$ cat src/rtl/cgol_pkg.sv
// Shared board geometry and loader state encoding
// for the Game-of-Life pattern loader.
package cgol_pkg;

  localparam int ROWS  = 8;
  localparam int WIDTH = 8;

  typedef enum logic [1:0] {
    IDLE,
    SHIFT,
    WRITE,
    DONE
  } state_t;

endpackage

$ cat src/rtl/row_shifter.sv
// Serial-to-row assembler: MSB-first shift register
// with synchronous clear (clear wins over enable).
module row_shifter #(
  parameter int WIDTH = cgol_pkg::WIDTH
) (
  input  logic             ph1,
  input  logic             clr,
  input  logic             en,
  input  logic             d,
  output logic [WIDTH-1:0] q
);

  always_ff @(posedge ph1) begin
    if (clr) begin
      q <= '0;
    end else if (en) begin
      q <= {q[WIDTH-2:0], d};
    end
  end

endmodule

$ cat src/rtl/pattern_loader.sv
// Loads a ROWS x WIDTH board from a serial bit stream
// and writes it row by row into board memory.
module pattern_loader #(
  parameter int ROWS  = cgol_pkg::ROWS,
  parameter int WIDTH = cgol_pkg::WIDTH
) (
  input  logic                    ph1,
  input  logic                    reset,
  input  logic                    start,
  input  logic                    bit_in,
  input  logic                    bit_valid,
  output logic                    bit_ready,
  input  logic                    wr_grant,
  output logic                    wr_en,
  output logic [$clog2(ROWS)-1:0] wr_addr,
  output logic [WIDTH-1:0]        wr_data,
  output logic                    busy,
  output logic                    done,
  output logic                    err
);

  import cgol_pkg::*;

  localparam int AW = $clog2(ROWS);
  localparam int CW = $clog2(WIDTH);
  localparam logic [CW-1:0] LAST_BIT = CW'(WIDTH - 1);
  localparam logic [AW-1:0] LAST_ROW = AW'(ROWS - 1);

  state_t        state;
  logic [AW-1:0] row;
  logic [CW-1:0] bitcnt;
  logic          take;
  logic          granted;
  logic          sh_clr;

  assign take    = bit_valid & bit_ready;
  assign granted = (state == WRITE) & wr_grant;
  assign wr_addr = row;

  // Any start (fresh or abort) discards the partial row.
  assign sh_clr = reset | start | granted;

  row_shifter #(
    .WIDTH(WIDTH)
  ) u_shifter (
    .ph1(ph1),
    .clr(sh_clr),
    .en (take),
    .d  (bit_in),
    .q  (wr_data)
  );

  always_ff @(posedge ph1) begin
    if (reset) begin
      state     <= IDLE;
      row       <= '0;
      bitcnt    <= '0;
      bit_ready <= 1'b0;
      wr_en     <= 1'b0;
      busy      <= 1'b0;
      done      <= 1'b0;
      err       <= 1'b0;
    end else begin
      done <= 1'b0;
      if (start && state != IDLE) begin
        err       <= 1'b1;
        state     <= SHIFT;
        row       <= '0;
        bitcnt    <= '0;
        bit_ready <= 1'b1;
        wr_en     <= 1'b0;
        busy      <= 1'b1;
      end else begin
        unique case (state)
          IDLE: begin
            if (start) begin
              state     <= SHIFT;
              row       <= '0;
              bitcnt    <= '0;
              bit_ready <= 1'b1;
              busy      <= 1'b1;
            end
          end
          SHIFT: begin
            if (take) begin
              if (bitcnt == LAST_BIT) begin
                state     <= WRITE;
                bitcnt    <= '0;
                bit_ready <= 1'b0;
                wr_en     <= 1'b1;
              end else begin
                bitcnt <= bitcnt + 1'b1;
              end
            end
          end
          WRITE: begin
            if (wr_grant) begin
              wr_en <= 1'b0;
              if (row == LAST_ROW) begin
                state <= DONE;
                done  <= 1'b1;
              end else begin
                row       <= row + 1'b1;
                state     <= SHIFT;
                bit_ready <= 1'b1;
              end
            end
          end
          DONE: begin
            state <= IDLE;
            busy  <= 1'b0;
          end
        endcase
      end
    end
  end

endmodule

$ cat config.mk
export PLATFORM = sky130hd
export DESIGN_NAME = pattern_loader
export DESIGN_NICKNAME = d
export VERILOG_FILES = /design/src/rtl/cgol_pkg.sv /design/src/rtl/row_shifter.sv /design/src/rtl/pattern_loader.sv
export SDC_FILE = /design/constraint.sdc
export NUM_CORES = 1
export LEC_CHECK = 0
export BUFFER_PORTS_ARGS = -buffer_cell sky130_fd_sc_hd__buf_2
export CELL_PAD_IN_SITES_DETAIL_PLACEMENT = 1
export CELL_PAD_IN_SITES_GLOBAL_PLACEMENT = 1
export CORE_MARGIN = 5
export CORE_UTILIZATION = 37
export CTS_CLUSTER_SIZE = 10
export DETAILED_ROUTE_END_ITERATION = 10
export PLACE_DENSITY_LB_ADDON = 0.1
export SLEW_MARGIN = 20
export SYNTH_ARGS = -nofsm -noshare
export SYNTH_HDL_FRONTEND = slang
export SYNTH_SLANG_ARGS = --single-unit
$ cat constraint.sdc
create_clock -name ph1 -period 1.8 [get_ports ph1]
set_input_delay 0.09 -clock ph1 [delete_from_list [all_inputs] [get_ports ph1]]
set_output_delay 0.09 -clock ph1 [all_outputs]
set_load 0.02 [all_outputs]
==> results_dict.tcl, run 1 <==
set metrics [dict create \
    synth_seq_cells 21 \
    syn_nets 105 \
    power.density_nw_per_um2 756 \
    yosys.cell_types.count 24 \
    layout-drive-gt1-share_pct 23.7 \
    timing.hold.worst.start "bit_in" \
    cts_post_setup_buffers_inserted 0 \
    area_growth_syn_to_layout_pct 18.3 \
    synthCells 95 \
    cts_buffer_depth 2 \
    class_of_the_most_critical_setup_path "register to register" \
    insertion_delay_ps 300 \
    reg2regPathDepth 5 \
    number_of_rows_created_at_floorplan 17 \
    mappedNetlistArea_um2 846 \
    hold-path-endpoint "u_shifter.q[0]$_SDFFE_PP0P_" \
    reg2reg_slack_ps 390 \
    fin_tns_setup_ps 0 \
    relative_slew_margins_pct 78.6 \
    synth-edff-count 0 \
    holdPathStages 3 \
    first_iter_violations 9 \
    post_synth_mux_area_share_pct 2.37 \
    power.ir.vdd_worst_uv 429 \
    run_status "finished clean" \
    globalRoute.totalOverflow 0 \
    cellLeakagePower_nw 0.437 \
    cts_resized 0 \
    maxCapViolations 0 \
    port_buffers 21 \
    final_antenna_net_count 0 \
    die_height_um 57.8 \
    cts.hold.buffers_added 0 \
    crit-reg2reg-capture "bit_ready$_SDFFE_PP0P_" \
    initial_utilization_pct 38.6 \
    ys_warn_count 0 \
    die_width_um 57.8 \
    synth_top_family_by_area "simple AND/OR/NAND/NOR gates" \
    synth-simple-area-share_pct 24.1 \
    antennaDiodeCount 0 \
    worst_slew_pin_slew_ps 320 \
    synth_top_flop_cell "sky130_fd_sc_hd__dfxtp_1" \
    num_cts_buffers 3 \
    design.final.nets 129 \
    pre_cts_slack_ps 391 \
    final_min_period_over_clock_period_pct 78.4 \
    dr.pass1.iters 3 \
    critical_path_required_ps 2040 \
    dieArea_um2 3340 \
    drcViolationCount 0 \
    hold_class "input pin to register" \
    fp.coreArea_um2 2190 \
    detailed_place_hpwl_mm 1.48 \
    synthXorXnorAreaFrac_pct 1.04 \
    post_synth.cell_area_avg_um2 8.90 \
    hold_viol_final 0 \
    grt_start_max_net_pins 12 \
    setup_viol 0 \
    critical_path.startpoint_type "register" \
    synth_seq_area_share_pct 49.7 \
    grt_antenna_before_repair 0 \
    layout_setup_ws_ps 388 \
    max_clock_freq_mhz 708 \
    count_of_pins_over_their_slew_limit 0 \
    grt_first_pass_wirelength_mm 3.24 \
    globalRouteTotalUtil_pct 12.5 \
    worst-path-max-fanout 6 \
    vias 725 \
    clock_sinks 21 \
    tritoncts "done" \
    compound_cell_area_share_of_the_yosys_netlist_pct 13.3 \
    clock_pin_transition_on_the_worst_setup_and_hold_timing_paths_ps 110 \
    async_set_reset_flop_share_out_of_synthesis_pct 0 \
    period_minus_slack_ps 1410 \
    finalWeightedCongestion 0.657 \
    fin_skew_ps 3.20 \
    detail_route.wl_per_cell_um 12.8 \
    critical_path_end_type "register" \
    synth-adder-area-share_pct 5.92 \
    reg2reg_from "wr_addr[0]$_SDFFE_PP0P_" \
    vias_per_cell 4.97 \
    route.final.wire_length_mm 1.86 \
    first_global_vias 755 \
    critical_path_arrival_ps 1650 \
    rsz0062_at_grt "no" \
    floorplan.io_pins 22 \
    clock_tree.htree_level_count 1 \
    cts-root-buf "sky130_fd_sc_hd__clkbuf_4" \
]
-- logic make-up (layout without fill, tap and decap cells) --
kind of cell | after synthesis | after routing
AOI/OAI and AO/OA | 20 | 20
xor gates and xnor gates | 1 | 1
adders and majority gates | 4 | 4
buffers and inverters | 7 | 30
DFF | 21 | 21
muxes | 2 | 2
and+or+nand+nor | 40 | 40
-- power by group --
group,internal [W],switching (W)
logic,0.0000169,0.0000333
registers,0.000472,0.00000920
clock network,0.0000865,0.000139
-- sequential cells by signal, summed over array words and instances (netlist names) --
signal / flops
bitcnt: 3
wr_en: 1
u_shifter.q: 8
done: 1
state: 2
err: 1
busy: 1
bit_ready: 1
wr_addr: 3
-- cell usage after synthesis (all sizes together) (2+ instances only) --
library cell  number  area share [%]
a21oi             13             7.7
dfxtp             21              50
ha                 4             5.9
inv                5             2.2
mux2i              2             2.4
nand2             25              11
nand3              2             1.2
nor2               2            0.89
nor3               4             2.4
o22ai              3             2.2
-- layer usage --
metal,track usage (%),share of wire [%]
met1,13.9,43
met2,22.4,51
met3,2.67,4.5
met4,5.96,1.7
met5,0,0
-- critical path, stage by stage (launching register included) --
cell and delay [ps]:
sky130_fd_sc_hd__dfxtp_1 350, sky130_fd_sc_hd__ha_1 210, sky130_fd_sc_hd__ha_1 190, sky130_fd_sc_hd__and4bb_4 380
sky130_fd_sc_hd__o22ai_1 90, sky130_fd_sc_hd__a21oi_1 140
-- final cells by class --
cell class / instances / area, µm²
multi-input cells: 67 / 395
well taps: 28 / 35.0
fillers: 269 / 1190
repair buffers: 21 / 105
flip-flops and latches: 21 / 420
inverters: 5 / 18.8
clock buffers: 4 / 26.3
-- worst max-delay path by stage --
| stage | depth (start not counted) | slack (ps) | from | to |
|---|---|---|---|---|
| after floorplan | 5 | 390 | wr_addr[0]$_SDFFE_PP0P_ | wr_addr[0]$_SDFFE_PP0P_ |
| after global placement | 5 | 440 | wr_addr[0]$_SDFFE_PP0P_ | wr_addr[0]$_SDFFE_PP0P_ |
| after detailed placement | 5 | 390 | wr_addr[0]$_SDFFE_PP0P_ | bit_ready$_SDFFE_PP0P_ |
| after CTS | 5 | 370 | wr_addr[0]$_SDFFE_PP0P_ | bit_ready$_SDFFE_PP0P_ |
| after global routing | 5 | 280 | wr_addr[0]$_SDFFE_PP0P_ | wr_addr[0]$_SDFFE_PP0P_ |
| final | 5 | 390 | wr_addr[0]$_SDFFE_PP0P_ | bit_ready$_SDFFE_PP0P_ |
-- through the flow --
| stage | total power [W] | util [%] | hold slack [ps] | cell area [µm²] | cells |
|---|---|---|---|---|---|
| after detailed placement | 0.000543 | 44.5 | 347 | 975 | 142 |
| after CTS | 0.000766 | 45.7 | 18.1 | 1000 | 146 |
| after floorplan | 0.000521 | - | 167 | 846 | 95 |
| after global placement | 0.000541 | 44.5 | 333 | 975 | 142 |
| final | 0.000756 | 45.7 | 14.9 | 1000 | 146 |
| after global routing | 0.000804 | 45.7 | 14.9 | 1000 | 146 |
-- cell usage in the layout, fill, tap and decap left out, types with 2 or more instances in the layout --
| master | synthesis | routed |
|---|---|---|
| sky130_fd_sc_hd__a21oi_1 | 13 | 13 |
| sky130_fd_sc_hd__buf_2 | 0 | 21 |
| sky130_fd_sc_hd__clkbuf_4 | 0 | 3 |
| sky130_fd_sc_hd__dfxtp_1 | 21 | 21 |
| sky130_fd_sc_hd__ha_1 | 4 | 4 |
| sky130_fd_sc_hd__inv_1 | 5 | 5 |
| sky130_fd_sc_hd__mux2i_1 | 2 | 2 |
| sky130_fd_sc_hd__nand2_1 | 25 | 25 |
| sky130_fd_sc_hd__nand3_1 | 2 | 2 |
| sky130_fd_sc_hd__nor2_1 | 2 | 2 |
| sky130_fd_sc_hd__nor3_1 | 4 | 4 |
| sky130_fd_sc_hd__o22ai_1 | 3 | 3 |
Power figures use the tool's default switching activity.
==> run 2: changes to the inputs <==
Settings changed: CORE_UTILIZATION 37 to 33.
Clock period 1.8 ns to 1.2 ns, I/O delays scaled along.
==> results_dict.tcl, run 2 (synthesis gave the netlist of run 1 again) <==
set metrics [dict create \
    run_status "finished with violations" \
    violations "setup timing" \
    final_min_period_over_clock_period_pct 107 \
    power.ir.vdd_worst_uv 808 \
    critical_path_arrival_ps 1530 \
    setup_viol 4 \
    critical_path.startpoint_type "register" \
    critical_path_required_ps 1450 \
    antennaDiodeCount 0 \
    final_antenna_net_count 0 \
    finalWeightedCongestion 0.692 \
    globalRoute.totalOverflow 0 \
    fin_skew_ps 7.03 \
    finalHoldWorstSlack_ps 7.78 \
    first_iter_violations 20 \
    reg2reg_from "wr_addr[1]$_SDFFE_PP0P_" \
    fp.coreArea_um2 2450 \
    register_containing_the_most_flip_flops_in_the_final_layout "u_shifter.q" \
    tritoncts "done" \
    critical_path_buffer_and_inverter_count 0 \
    layout.cell_area.non_filler_um2 1160 \
    count_of_pins_over_their_slew_limit 0 \
    floorplan.io_pins 22 \
    master_of_the_slowest_instance_on_the_critical_path "sky130_fd_sc_hd__dfxtp_4" \
    power_switching_share_pct 24.9 \
    rsz0062_at_grt "yes" \
    cts-root-buf "sky130_fd_sc_hd__clkbuf_4" \
    placed_area_um2 1070 \
    clock_power_share_pct 29.7 \
    max_clock_freq_mhz 778 \
    fin_tns_setup_ps -303 \
    initial_utilization_pct 34.5 \
    route.final.wire_length_mm 2.01 \
    grt_first_pass_wirelength_mm 3.39 \
    power.density_nw_per_um2 991 \
    layout-drive-gt1-share_pct 38.8 \
    final_cell_mix "sky130_fd_sc_hd__nand2_1 (25), sky130_fd_sc_hd__buf_2 (21), sky130_fd_sc_hd__dfxtp_1 (15)" \
    design.final.nets 140 \
    class_of_the_most_critical_setup_path "register to register" \
    timing.critical_path.slowest_cell_delay_ps 370 \
    cellLeakagePower_nw 0.484 \
    die_height_um 60.6 \
    hold_class "input pin to register" \
    number_of_flip_flops_in_the_largest_register 8 \
    cp_top_family "flip-flops" \
    cp_cell_sequence "ha_4, ha_4, and4bb_4, o22ai_1, a21oi_1" \
    internal_power_w 0.000867 \
    grt_start_max_net_pins 13 \
    grt_antenna_before_repair 0 \
    detailed_place_hpwl_mm 1.58 \
    dr.pass1.iters 3 \
    clock_tree.htree_level_count 1 \
    globalRouteTotalUtil_pct 12.3 \
    critical_path_end_type "register" \
    first_global_vias 805 \
    cts_buffer_depth 2 \
    port_buffers 21 \
    clock_pin_transition_on_the_worst_setup_and_hold_timing_paths_ps 120 \
    worst-path-max-fanout 6 \
    net-switching-power_w 0.000287 \
    period_minus_slack_ps 1290 \
    combinational_share_of_power_pct 8.3 \
    critical_path.most_common_cell "sky130_fd_sc_hd__ha_4" \
    dieArea_um2 3680 \
    worst_slew_pin_slew_ps 279 \
    area_growth_syn_to_layout_pct 37.7 \
    drcViolationCount 0 \
    die_width_um 60.6 \
    vias_per_cell 4.87 \
    final_core_util_pct 47.5 \
    layout_setup_ws_ps -86.0 \
    timing.hold.worst.start "reset" \
    detail_route.wl_per_cell_um 12.6 \
    maxCapViolations 0 \
    hold_viol_final 0 \
    vias 775 \
    insertion_delay_ps 310 \
    number_of_rows_created_at_floorplan 18 \
    num_cts_buffers 3 \
    final_common_cell "sky130_fd_sc_hd__nand2_1" \
    relative_slew_margins_pct 81.4 \
    power_frac_seq_pct 62.0 \
    cp-startpoint "wr_addr[1]$_SDFFE_PP0P_" \
    clock_sinks 21 \
]
==> run 2: changes by cell type in the layout (fill, tap and decap cells not counted), moves of 4 or more <==
cell | previous run | this run
sky130_fd_sc_hd__ha_1 | 4 | 0
sky130_fd_sc_hd__ha_4 | 0 | 4
sky130_fd_sc_hd__dfxtp_1 | 21 | 15
sky130_fd_sc_hd__dfxtp_2 | 0 | 4
sky130_fd_sc_hd__buf_4 | 0 | 9
==> run 2: final timing paths <==
check                                     end  slack [ps]  cells after the start
setup / recovery       bit_ready$_SDFFE_PP0P_         -90                      5
hold / removal          state[0]$_SDFFE_PP0P_           8                      2
setup reg to reg       bit_ready$_SDFFE_PP0P_         -90                      5
hold reg to reg   u_shifter.q[7]$_SDFFE_PP0P_         470                      2
==> run 2: cell type report <==
cell class | count | area, µm²
Inverter | 5 | 18.8
Tap cell | 30 | 37.5
Fill cell | 301 | 1290
Multi-Input combinational cell | 67 | 455
Clock inverter | 1 | 5.00
Sequential cell | 21 | 433
Clock buffer | 3 | 22.5
Timing Repair Buffer | 32 | 193
==> run 2: repair_timing <==
item,4_1_cts,5_1_grt
setup buffers,1,0
endpoints found under the setup margin,7,16
resized for setup,9,2
endpoints found under the hold margin,4,0
gates cloned,0,0
hold buffers,2,0
==> run 2: routing by layer <==
layer  GRT usage, %  vias up  routed length [µm]
met5              0        -                   0
met4           5.57        0                  37
met3           2.55        5                  86
met2           22.1       17                1010
met1           14.0      359                 877
li1               -      394                   -
==> run 2: worst reg2reg max path: stages (launching register included) <==
cell                       delay [ps]
sky130_fd_sc_hd__dfxtp_4          370
sky130_fd_sc_hd__ha_4             160
sky130_fd_sc_hd__ha_4             150
sky130_fd_sc_hd__and4bb_4         340
sky130_fd_sc_hd__o22ai_1           80
sky130_fd_sc_hd__a21oi_1          140
==> run 2: power groups by stage <==
stage	clock network, W	registers, W	logic, W
finish	0.000343	0.000716	0.0000958
global route	0.000380	0.000718	0.000107
CTS	0.000359	0.000715	0.0000978
detailed placement	0	0.000731	0.0000906
global placement	0	0.000730	0.0000900
floorplan	0	0.000739	0.0000385
==> run 2: through the flow <==
stage	power [W]	std cells	setup WS (ps)
6_report	0.00115	159	-86.0
5_1_grt	0.00121	159	-191
4_1_cts	0.00117	159	-102
3_5_place_dp	0.000821	152	-128
3_3_place_gp	0.000820	152	-60.9
2_1_floorplan	0.000777	95	-65.7
==> run 3: changes to the inputs <==
Settings changed: CORE_MARGIN 5 to 2, PLACE_DENSITY set to 0.78, PLACE_DENSITY_LB_ADDON 0.1 to unset.
==> results_dict.tcl, run 3 (synthesis gave the netlist of run 1 again) <==
set metrics [dict create \
    critical_path_arrival_ps 1510 \
    reg2reg_slack_ps -100 \
    dieArea_um2 2980 \
    timing.critical_path.slowest_cell_delay_ps 370 \
    design.final.nets 138 \
    period_minus_slack_ps 1300 \
    insertion_delay_ps 300 \
    cts_buffer_depth 2 \
    final_common_cell "sky130_fd_sc_hd__nand2_1" \
    clock_tree.htree_level_count 1 \
    layout-drive-gt1-share_pct 37.8 \
    cp_cell_sequence "ha_4, ha_4, and4bb_4, xnor2_1, nor3_1" \
    cts-root-buf "sky130_fd_sc_hd__clkbuf_4" \
    run_status "finished with violations" \
    fin_skew_ps 1.30 \
    crit-reg2reg-capture "wr_addr[0]$_SDFFE_PP0P_" \
    reg2regPathDepth 5 \
    final_min_period_over_clock_period_pct 109 \
    tritoncts "done" \
    area_growth_syn_to_layout_pct 35.2 \
    rsz0062_at_grt "yes" \
    globalRouteTotalUtil_pct 15.9 \
    class_of_the_most_critical_setup_path "register to register" \
    cp_top_family "simple AND/OR/NAND/NOR gates" \
    port_buffers 21 \
    vias 768 \
    violations "setup timing" \
    layout.cell_area.non_filler_um2 1140 \
    worst_slew_pin_slew_ps 273 \
    detailed_place_hpwl_mm 1.60 \
    detail_route.wl_per_cell_um 13.2 \
    master_of_the_slowest_instance_on_the_critical_path "sky130_fd_sc_hd__dfxtp_4" \
    hold-path-endpoint "wr_addr[0]$_SDFFE_PP0P_" \
    register_containing_the_most_flip_flops_in_the_final_layout "u_shifter.q" \
    grt_antenna_before_repair 0 \
    number_of_rows_created_at_floorplan 18 \
    antennaDiodeCount 0 \
    globalRoute.totalOverflow 0 \
    num_cts_buffers 3 \
    power.density_nw_per_um2 1000 \
    critical_path_required_ps 1400 \
    drcViolationCount 0 \
    final_cell_mix "sky130_fd_sc_hd__nand2_1 (25), sky130_fd_sc_hd__buf_2 (21), sky130_fd_sc_hd__dfxtp_1 (14)" \
    layout_setup_ws_ps -105 \
    number_of_flip_flops_in_the_largest_register 8 \
    grt_start_max_net_pins 12 \
    reg2reg_from "wr_addr[1]$_SDFFE_PP0P_" \
    clock_pin_transition_on_the_worst_setup_and_hold_timing_paths_ps 110 \
    clock_sinks 21 \
    critical_path_end_type "register" \
    dr.pass1.iters 3 \
    holdPathStages 2 \
    grt_first_pass_wirelength_mm 3.35 \
    setup_viol 5 \
    route.final.wire_length_mm 2.07 \
    cellLeakagePower_nw 0.473 \
    timing.hold.worst.start "start" \
    first_global_vias 772 \
    critical_path.startpoint_type "register" \
    worst-path-stages 5 \
    hold_class "input pin to register" \
    floorplan.io_pins 22 \
    die_width_um 54.6 \
    hold_viol_final 0 \
    fp.coreArea_um2 2450 \
    power.ir.vdd_worst_uv 566 \
    worst-path-max-fanout 6 \
    critical_path.most_common_cell "sky130_fd_sc_hd__ha_4" \
    maxCapViolations 0 \
    placed_area_um2 1060 \
    final_antenna_net_count 0 \
    die_height_um 54.6 \
    count_of_pins_over_their_slew_limit 0 \
    initial_utilization_pct 34.5 \
    critical_path_buffer_and_inverter_count 0 \
    max_clock_freq_mhz 766 \
    vias_per_cell 4.89 \
    first_iter_violations 3 \
    finalWeightedCongestion 0.750 \
    relative_slew_margins_pct 81.8 \
    finalHoldWorstSlack_ps 6.63 \
]
run 3: worst max path at each step:
| stage | startpoint | to | slack (ps) |
|---|---|---|---|
| 2_1_floorplan | wr_addr[0]$_SDFFE_PP0P_ | wr_addr[0]$_SDFFE_PP0P_ | -70 |
| 3_3_place_gp | wr_addr[1]$_SDFFE_PP0P_ | wr_addr[0]$_SDFFE_PP0P_ | -60 |
| 3_5_place_dp | wr_addr[1]$_SDFFE_PP0P_ | wr_addr[0]$_SDFFE_PP0P_ | -90 |
| 4_1_cts | wr_addr[1]$_SDFFE_PP0P_ | wr_addr[0]$_SDFFE_PP0P_ | -120 |
| 5_1_grt | wr_addr[0]$_SDFFE_PP0P_ | wr_addr[2]$_SDFFE_PP0P_ | -150 |
| 6_report | wr_addr[1]$_SDFFE_PP0P_ | wr_addr[0]$_SDFFE_PP0P_ | -100 |
run 3: worst register-to-register path, cell delays in order, from the launching register on:
cell and delay, ps:
sky130_fd_sc_hd__dfxtp_4 370, sky130_fd_sc_hd__ha_4 160, sky130_fd_sc_hd__ha_4 150, sky130_fd_sc_hd__and4bb_4 340, sky130_fd_sc_hd__xnor2_1 130, sky130_fd_sc_hd__nor3_1 60
run 3: final cells by class:
cell class	count	area, µm²
Clock buffer	4	26.3
Fill cell	309	1310
Inverter	5	18.8
Multi-Input combinational cell	67	452
Sequential cell	21	434
Tap cell	30	37.5
Timing Repair Buffer	30	175
run 3: metal layers:
metal / routed length [µm] / up-vias / global-route usage [%]
met5: 0 / - / 0
met4: 22 / 0 / 5.00
li1: - / 386 / -
met1: 874 / 363 / 17.6
met3: 97 / 2 / 4.10
met2: 1070 / 17 / 29.2
run 3: timing repair:
item	4_1_cts	5_1_grt
endpoints found under the setup margin	8	9
buffers inserted	1	0
pin swaps	3	2
hold buffers	1	0
resized for setup	9	3
hold endpoints to repair	1	0
run 3: power breakdown:
part | switching, W | internal (W)
clock network | 0.000210 | 0.000130
registers | 0.0000133 | 0.000704
logic | 0.0000542 | 0.0000343
run 3: per-stage QoR:
stage	setup TNS [ps]	utilization [%]	setup slack (ps)	std cells	total power [W]
after floorplan	-180	-	-65.7	95	0.000777
after global placement	-185	43.3	-60.4	151	0.000814
after detailed placement	-531	43.3	-92.7	151	0.000817
after CTS	-425	46.5	-116	157	0.00116
after global routing	-725	46.6	-155	157	0.00121
final	-403	46.6	-105	157	0.00114
